**src/rtl/replay_tx.sv**
```systemverilog
// replay_tx: transmit side of the replay buffer path.
// Pops words from an upstream FIFO, tags each with a sequence number and sends
// it on a valid/ready link. Every sent word stays in a small replay window until
// the far end acknowledges it; a NAK rewinds transmission to the oldest
// unacknowledged word.
module replay_tx #(
  parameter int DW    = 8,
  parameter int WIN   = 4,
  parameter int SEQ_W = 3
) (
  input  logic             clk,
  input  logic             reset,
  input  logic             fifo_empty,
  output logic             fifo_rd,
  input  logic [DW-1:0]    fifo_data,
  output logic             tx_valid,
  input  logic             tx_ready,
  output logic [DW-1:0]    tx_data,
  output logic [SEQ_W-1:0] tx_seq,
  input  logic             ack_valid,
  input  logic [SEQ_W-1:0] ack_seq,
  input  logic             nak_valid,
  output logic             win_full,
  output logic             win_empty,
  output logic             replaying,
  output logic             ack_err
);

  localparam int AW = (WIN > 1) ? $clog2(WIN) : 1;
  localparam logic [SEQ_W-1:0] ONE     = SEQ_W'(1);
  localparam logic [SEQ_W-1:0] WIN_CNT = SEQ_W'(WIN);

  typedef enum logic { F_IDLE, F_WAIT } fetch_t;
  typedef enum logic { RUN, REPLAY } tx_state_t;

  // base = oldest unacked, send = next to send, next = next free slot
  logic [SEQ_W-1:0] base;
  logic [SEQ_W-1:0] send;
  logic [SEQ_W-1:0] next;
  logic [SEQ_W-1:0] replay_end;
  logic [DW-1:0]    mem [0:WIN-1];
  fetch_t           fstate;
  tx_state_t        tstate;
  logic             nak_pend;
  logic             ack_err_q;

  logic [SEQ_W-1:0] count;
  logic [SEQ_W-1:0] ack_off;
  logic [SEQ_W-1:0] sent_cnt;
  logic [SEQ_W-1:0] base_nx;
  logic [SEQ_W-1:0] send_hs;
  logic             handshake;
  logic             ack_ok;
  logic             nak_apply;

  // Window occupancy, link outputs and the pop decision, all derived from the pointers.
  always_comb begin
    count     = next - base;
    win_full  = (count == WIN_CNT);
    win_empty = (count == '0);
    tx_valid  = (send != next);
    tx_data   = mem[send[AW-1:0]];
    tx_seq    = send;
    replaying = (tstate == REPLAY);
    ack_err   = ack_err_q;
    fifo_rd   = !reset && (fstate == F_IDLE) && !fifo_empty && (count < WIN_CNT);
  end

  // Event decode: handshake, ACK range test (offsets from base avoid wrap issues)
  // and whether a NAK may rewind this cycle without disturbing a stalled beat.
  always_comb begin
    handshake = tx_valid && tx_ready;
    ack_off   = ack_seq - base;
    sent_cnt  = send - base;
    ack_ok    = ack_valid && (ack_off < sent_cnt);
    base_nx   = ack_ok ? (ack_seq + ONE) : base;
    send_hs   = handshake ? (send + ONE) : send;
    nak_apply = (nak_valid || nak_pend) && !(tx_valid && !tx_ready);
  end

  // Fetch FSM, replay window storage, pointer updates and the tx FSM.
  always_ff @(posedge clk) begin
    if (reset) begin
      base       <= '0;
      send       <= '0;
      next       <= '0;
      replay_end <= '0;
      fstate     <= F_IDLE;
      tstate     <= RUN;
      nak_pend   <= 1'b0;
      ack_err_q  <= 1'b0;
      for (int i = 0; i < WIN; i++) begin
        mem[i] <= '0;
      end
    end else begin
      case (fstate)
        F_IDLE: begin
          if (fifo_rd) begin
            fstate <= F_WAIT;
          end
        end
        F_WAIT: begin
          mem[next[AW-1:0]] <= fifo_data;
          next              <= next + ONE;
          fstate            <= F_IDLE;
        end
        default: fstate <= F_IDLE;
      endcase

      base      <= base_nx;
      ack_err_q <= ack_valid && !ack_ok;

      if (nak_apply) begin
        nak_pend <= 1'b0;
        send     <= base_nx;
        if (tstate == RUN) begin
          if (base_nx != send_hs) begin
            tstate     <= REPLAY;
            replay_end <= send_hs;
          end
        end else if (base_nx == replay_end) begin
          tstate <= RUN;
        end
      end else begin
        nak_pend <= nak_pend || nak_valid;
        send     <= send_hs;
        if ((tstate == REPLAY) && (send_hs == replay_end)) begin
          tstate <= RUN;
        end
      end
    end
  end

endmodule

```
**config.mk**
```make
export PLATFORM = sky130hd
export DESIGN_NAME = replay_tx
export DESIGN_NICKNAME = d
export VERILOG_FILES = /design/src/rtl/replay_tx.sv
export SDC_FILE = /design/constraint.sdc
export NUM_CORES = 1
export LEC_CHECK = 0
export CORE_ASPECT_RATIO = 0.75
export CORE_MARGIN = 2
export CORE_UTILIZATION = 59
export DETAILED_ROUTE_END_ITERATION = 8
export PLACE_DENSITY = 0.87
export SLEW_MARGIN = 0
export SYNTH_ARGS = -nofsm -noshare
export SYNTH_HDL_FRONTEND = slang
export SYNTH_SLANG_ARGS = --single-unit
```
**constraint.sdc**
```tcl
create_clock -name clk -period 9.55 [get_ports clk]
set_input_delay 1.91 -clock clk [delete_from_list [all_inputs] [get_ports clk]]
set_output_delay 1.91 -clock clk [all_outputs]
set_load 0.005 [all_outputs]
```
---- Yosys cells after proc, flatten, opt, wreduce, memory -nomap -nowiden ----
Memory sizes are Yosys's and may differ from the RTL's. A register that Yosys moved wholly into a read port is not among the register bits.
Cells that the tools add are included.
word-level totals
  register bits ........................... 16
  latch bits .............................. 0
  memory bits (writable) .................. 32
  ROM bits ................................ 0
  bits of input ports ..................... 17
  output and inout port bits .............. 17
  logic and storage cells ................. 63
  memories ................................ 1
cells by class
  add/sub/neg operators ................... 6
  multipliers ............................. 0
  div/mod/pow operators ................... 0
  $lt $le $gt $ge ......................... 2
  equal/unequal tests ..................... 5
  shifts and indexed selects .............. 0
  muxes and demuxes ....................... 19
  bitwise logic cells ..................... 2
  reductions and logical operators ........ 20
memories
  name  words  bits a word  read ports  clocked after memory_dff  write ports  line  source
  mem   4      8            1           1                         4            41    logic [DW-1:0] mem [0:WIN-1];
operators with widths
  cell                 count
  $mux 1               12
  $add 3x1->3 const B  3
  $logic_and 1x1->1    9
  $mux 3               3
  $sub 3x3->3          3
  $mux 8               1
  $reduce_or 8->1      1
  $eq 3x3->1           2
  $ne 3x3->1           2
  $logic_not 1->1      5
  $mux 2               2
  $eq 3x3->1 const B   1
  $logic_not 3->1      1
  $lt 3x3->1           1
  $lt 3x3->1 const B   1
  $reduce_and 3->1     1
  $not 1->1            2
  $pmux 1 s2           1
  $reduce_bool 2->1    1
  $reduce_or 2->1      1
  $logic_or 1x1->1     1

---- Logic depth before layout (Yosys ltp) ----
  word-level depth ........................ 8
  mapped depth ............................ 15
  gate-level depth less buffers ........... 14

---- Worst setup path after synthesis ----
Ideal clock, no wire load.
  path kind ............................... input -> register
  start ................................... input ack_seq[0]
  end ..................................... register replay_end[0]
  setup time .............................. 138 ps
  data arrival time ....................... 4612 ps
  data required time ...................... 9412 ps
  slack ................................... 4800 ps
  cell stages on the path ................. 14
  buffers on the path ..................... 0
  cells stage by stage .................... inv_1 ha_1 inv_1 fa_1 xor2_1 xnor2_1 ha_1 a21o_1 a31oi_2 nand2_1 mux2i_2 xnor2_1 a2111oi_1 a211oi_2
between the ends
  longest elaborated chain between the ends .. 6
  elaborated cells between the ends (all ways) .. 7
  those cells by class .................... add/sub: 2; order compare: 1; eq/ne: 1; mux: 1; reduce/logical: 2
ends and longest elaborated chain
  element                       line  source
  start: declaration            21    input logic [SEQ_W-1:0] ack_seq,
  $sub 3x3->3                   73    ack_off = ack_seq - base;
  $lt 3x3->1                    75    ack_ok = ack_valid && (ack_off < sent_cnt);
  $logic_and 1x1->1             75
  $mux 3 *                      76    base_nx = ack_ok ? (ack_seq + ONE) : base;
  $ne 3x3->1 *                  117   if (base_nx != send_hs) begin
  $reduce_and 3->1 (no line) *  --
  end signal: assignment        119   replay_end <= send_hs;
  end: declaration              40    logic [SEQ_W-1:0] replay_end;
Every way passes the cells marked *; elsewhere a longest branch is shown, timed or not.
A chain may end at the register's enable or synchronous reset.

---- Worst setup path in the final report ----
  start ................................... input reset
  end ..................................... output fifo_rd
between the ends
  longest elaborated chain between the ends .. 4
ends and longest elaborated chain
  element                          line  source
  start: declaration               12    input logic reset,
  $logic_not 1->1                  66    fifo_rd = !reset && (fstate == F_IDLE) && !fifo_empty && (count < WIN_CNT);
  $logic_and 1x1->1 (3 in series)  66
  end: declaration                 14    output logic fifo_rd,
No other way between the ends.

==> impl_metrics.sql <==
INSERT INTO impl_metrics (metric_group, metric, value, unit) VALUES
('placement', 'place_congestion', '0.864', ''),
('global_route', 'grt_start_max_net_pins', '25', ''),
('drt', 'routedWlPerCell', '16.1', 'µm'),
('clocking', 'post_cts_resize_count', '0', ''),
('global_route', 'grt_overflow', '0', ''),
('logic_synthesis', 'ys.flop_type', 'edfxtp_1', ''),
('logic_synthesis', 'synth.yosys.warnings', '0', ''),
('job', 'cap_viol_max_count', '0', ''),
('drt', 'post_drt_via_cell_ratio', '5.58', ''),
('floorplanning', 'die-height', '61.9', 'µm'),
('worst_hold_path', 'hold_path_class', 'flop to flop', ''),
('placement', 'place_hpwl', '3.62', 'mm'),
('logic_synthesis', 'synthesis.area_per_instance', '12.1', 'µm²'),
('sta', 'timing_hold_violations_final', '0', ''),
('setup_path', 'reg2reg_setup_slack', '5.52', 'ns'),
('global_route', 'vias_in_the_first_global_route', '1619', ''),
('clocking', 'ctsLongestPathBuffers', '2', ''),
('clocking', 'clock-root-buffer', 'clkbuf_8', ''),
('logic_synthesis', 'synthArstFlopShare', '0', '%'),
('final_layout', 'final_core_util', '71.3', '%'),
('clocking', 'htree_num_levels', '2', ''),
('floorplanning', 'die_width', '81.2', 'µm'),
('clocking', 'cts.sinks', '48', ''),
('global_route', 'number_of_antenna_violations_at_the_first_check_in_global_routing', '0', ''),
('power_and_ir_drop', 'vdd.ir_drop.worst', '0.281', 'mV'),
('logic_synthesis', 'synthesis.nets', '246', ''),
('clocking', 'cts.clk_slew.worst_paths', '0.08', 'ns'),
('sta', 'final.setup_skew', '0.0104', 'ns'),
('final_layout', 'area_delta_synth_final', '18.6', '%'),
('logic_synthesis', 'synth.most_common_cell', 'and2_1', ''),
('power_and_ir_drop', 'power.leakage', '1.16', 'nW'),
('drt', 'post-route-drc-count', '0', ''),
('sta', 'timing.final.crit_share', '55.1', '%'),
('status', 'run_status', 'finished, final reports clean', ''),
('clocking', 'tritoncts', 'done', ''),
('sta', 'fmax', '0.190', 'GHz'),
('global_route', 'groute.usage.overall', '21.9', '%'),
('logic_synthesis', 'netlist_instances', '218', ''),
('sta', 'worst_slew_margin_rel', '37.3', '%'),
('sta', 'fin_crit', '5.26', 'ns'),
('clocking', 'clock_latency_on_the_worst_skew_pair', '0.31', 'ns'),
('logic_synthesis', 'synth.ff_latch_count', '48', ''),
('setup_path', 'worst_ep_required_time', '7.64', 'ns'),
('logic_synthesis', 'ys_top_cells_by_count', '33 x and2_1, 32 x edfxtp_1, 16 x dfxtp_1', ''),
('drt', 'drtIter0Drc', '177', ''),
('global_route', 'global_route_wire_length_before_repair', '7.98', 'mm'),
('drt', 'routed-via-count', '1735', ''),
('final_layout', 'layout.nets', '281', ''),
('logic_synthesis', 'yosysSeqAreaShare', '48.5', '%'),
('drt', 'antenna_violating_nets_post_route', '0', ''),
('sta', 'number_of_max_slew_violations_in_the_final_report', '0', ''),
('sta', 'setup_violations', '0', ''),
('floorplanning', 'floorplan_core_area', '0.00439', 'mm²'),
('drt', 'wirelength', '5.02', 'mm'),
('power_and_ir_drop', 'power', '950', 'µW'),
('setup_path', 'critical_path.endpoint_type', 'output port', ''),
('logic_synthesis', 'synth-edff-count', '32', ''),
('sta', 'grt_setup_unrepaired', 'false', ''),
('placement', 'port_buffers', '33', ''),
('clocking', 'postCtsHoldBufs', '0', ''),
('floorplanning', 'rows', '21', ''),
('floorplanning', 'floorplan.die_area', '0.00503', 'mm²'),
('floorplanning', 'ioPinCount', '34', ''),
('final_layout', 'antennaDiodeCount', '0', ''),
('drt', 'drt_pass1_iterations', '4', ''),
('sta', 'setup_total_neg_slack', '0', 'ns'),
('final_layout', 'final_layout_size_suffix_gt1_share', '13.0', '%'),
('logic_synthesis', 'synthDistinctLibCells', '48', ''),
('sta', 'worst_pin_slew', '0.939', 'ns'),
('setup_path', 'crit_path_start_kind', 'input port', ''),
('placement', 'dp_slack', '4.03', 'ns'),
('power_and_ir_drop', 'power.density', '304', 'mW/mm²'),
('sta', 'layout_setup_ws', '4.29', 'ns'),
('setup_path', 'cp_max_fo', '24', ''),
('setup_path', 'critPathArrivalTime', '3.35', 'ns'),
('clocking', 'postCtsSetupRepairBufs', '0', ''),
('setup_path', 'critical_path_class', 'input port to output port', ''),
('clocking', 'tritoncts.num_buffers', '5', ''),
('logic_synthesis', 'synth_top_area_share', '36.4', '%'),
('logic_synthesis', 'ys_top_cells_by_area', 'edfxtp_1 36%, dfxtp_1 12%, and2_1 7.8%', ''),
('floorplanning', 'start_util', '60.2', '%'),
('logic_synthesis', 'synthesis.area', '0.00264', 'mm²'),
('logic_synthesis', 'synth_top_area_cell', 'edfxtp_1', '');
cell type report:
cell class,count,area [µm²]
clock buffer,5,68.8
clock inverter,3,42.5
fill,299,1260
inverter,13,48.8
multi-input combinational,151,1280
sequential,48,1280
tap,57,71.3
timing repair buffer,34,338
registers in the layout, indices dropped and copies added, names as in the netlist:
signal	flops
mem	32
base	3
next	3
replay_end	3
tx_seq	3
ack_err	1
fstate	1
nak_pend	1
replaying	1
kinds of logic after synthesis:
family                   synth area share [%]
multiplexers                             8.10
AND/OR/NAND/NOR                          17.0
flip-flops                               48.5
AO/OA/AOI/OAI                            9.38
buffers and inverters                    2.99
adder cells (fa/ha/maj)                  5.78
XOR/XNOR                                 8.25
worst max-delay path, cell delays in order:
cell,delay (ns)
clkdlybuf4s50_1,0.39
buf_4,0.21
nor4_1,0.28
clkdlybuf4s50_1,0.55
path summary, 6_finish.rpt:
kind | start | to | depth (start not counted)
setup / recovery | reset | fifo_rd | 4
hold / removal | replay_end[2]$_SDFFE_PP0P_ | replay_end[2]$_SDFFE_PP0P_ | 2
setup reg to reg | tx_seq[0]$_SDFF_PP0_ | replay_end[0]$_SDFFE_PP0P_ | 14
hold reg to reg | replay_end[2]$_SDFFE_PP0P_ | replay_end[2]$_SDFFE_PP0P_ | 2
routing by layer:
layer  GRT usage [%]  up-vias  routed length [µm]
met5               0        -                   0
met2            35.5       57                2370
met4            6.30        0                  61
li1                -      847                   -
met3            5.35        9                 365
met1            30.0      822                2220
where the power goes:
part           internal [mW]  switching (mW)  total (mW)
Clock                 0.0775          0.0695       0.147
Sequential             0.254          0.0487       0.303
Combinational          0.260           0.240       0.500
metrics by stage:
stage / std cells / area [µm²] / hold WS [ns]
floorplan: 218 / 2640 / 0.481
global placement: 303 / 3020 / 0.507
detailed placement: 303 / 3020 / 0.515
CTS: 311 / 3130 / 0.528
global route: 311 / 3130 / 0.537
finish: 311 / 3130 / 0.531
placed cells by master (no fill, tap or decap), types with 2 or more instances in the layout:
| cell | n |
|---|---|
| a31oi_1 | 2 |
| xor2_1 | 4 |
| xor2_2 | 2 |
| clkbuf_8 | 5 |
| mux2i_1 | 2 |
| nor4_1 | 2 |
| o21ai_0 | 2 |
| and2_1 | 33 |
| a21oi_1 | 9 |
| dfxtp_1 | 16 |
| mux4_2 | 8 |
| xnor2_1 | 14 |
| or2_2 | 4 |
| fa_1 | 2 |
| inv_1 | 13 |
| nor2b_1 | 3 |
| nand2b_1 | 3 |
| nor2_1 | 13 |
| nor3_1 | 5 |
| a211oi_2 | 2 |
| a21o_1 | 2 |
| edfxtp_1 | 32 |
| clkdlybuf4s50_1 | 33 |
| nand3_1 | 4 |
| ha_1 | 9 |
| nand2_1 | 5 |
No activity file was read; power rests on OpenSTA's default activity.
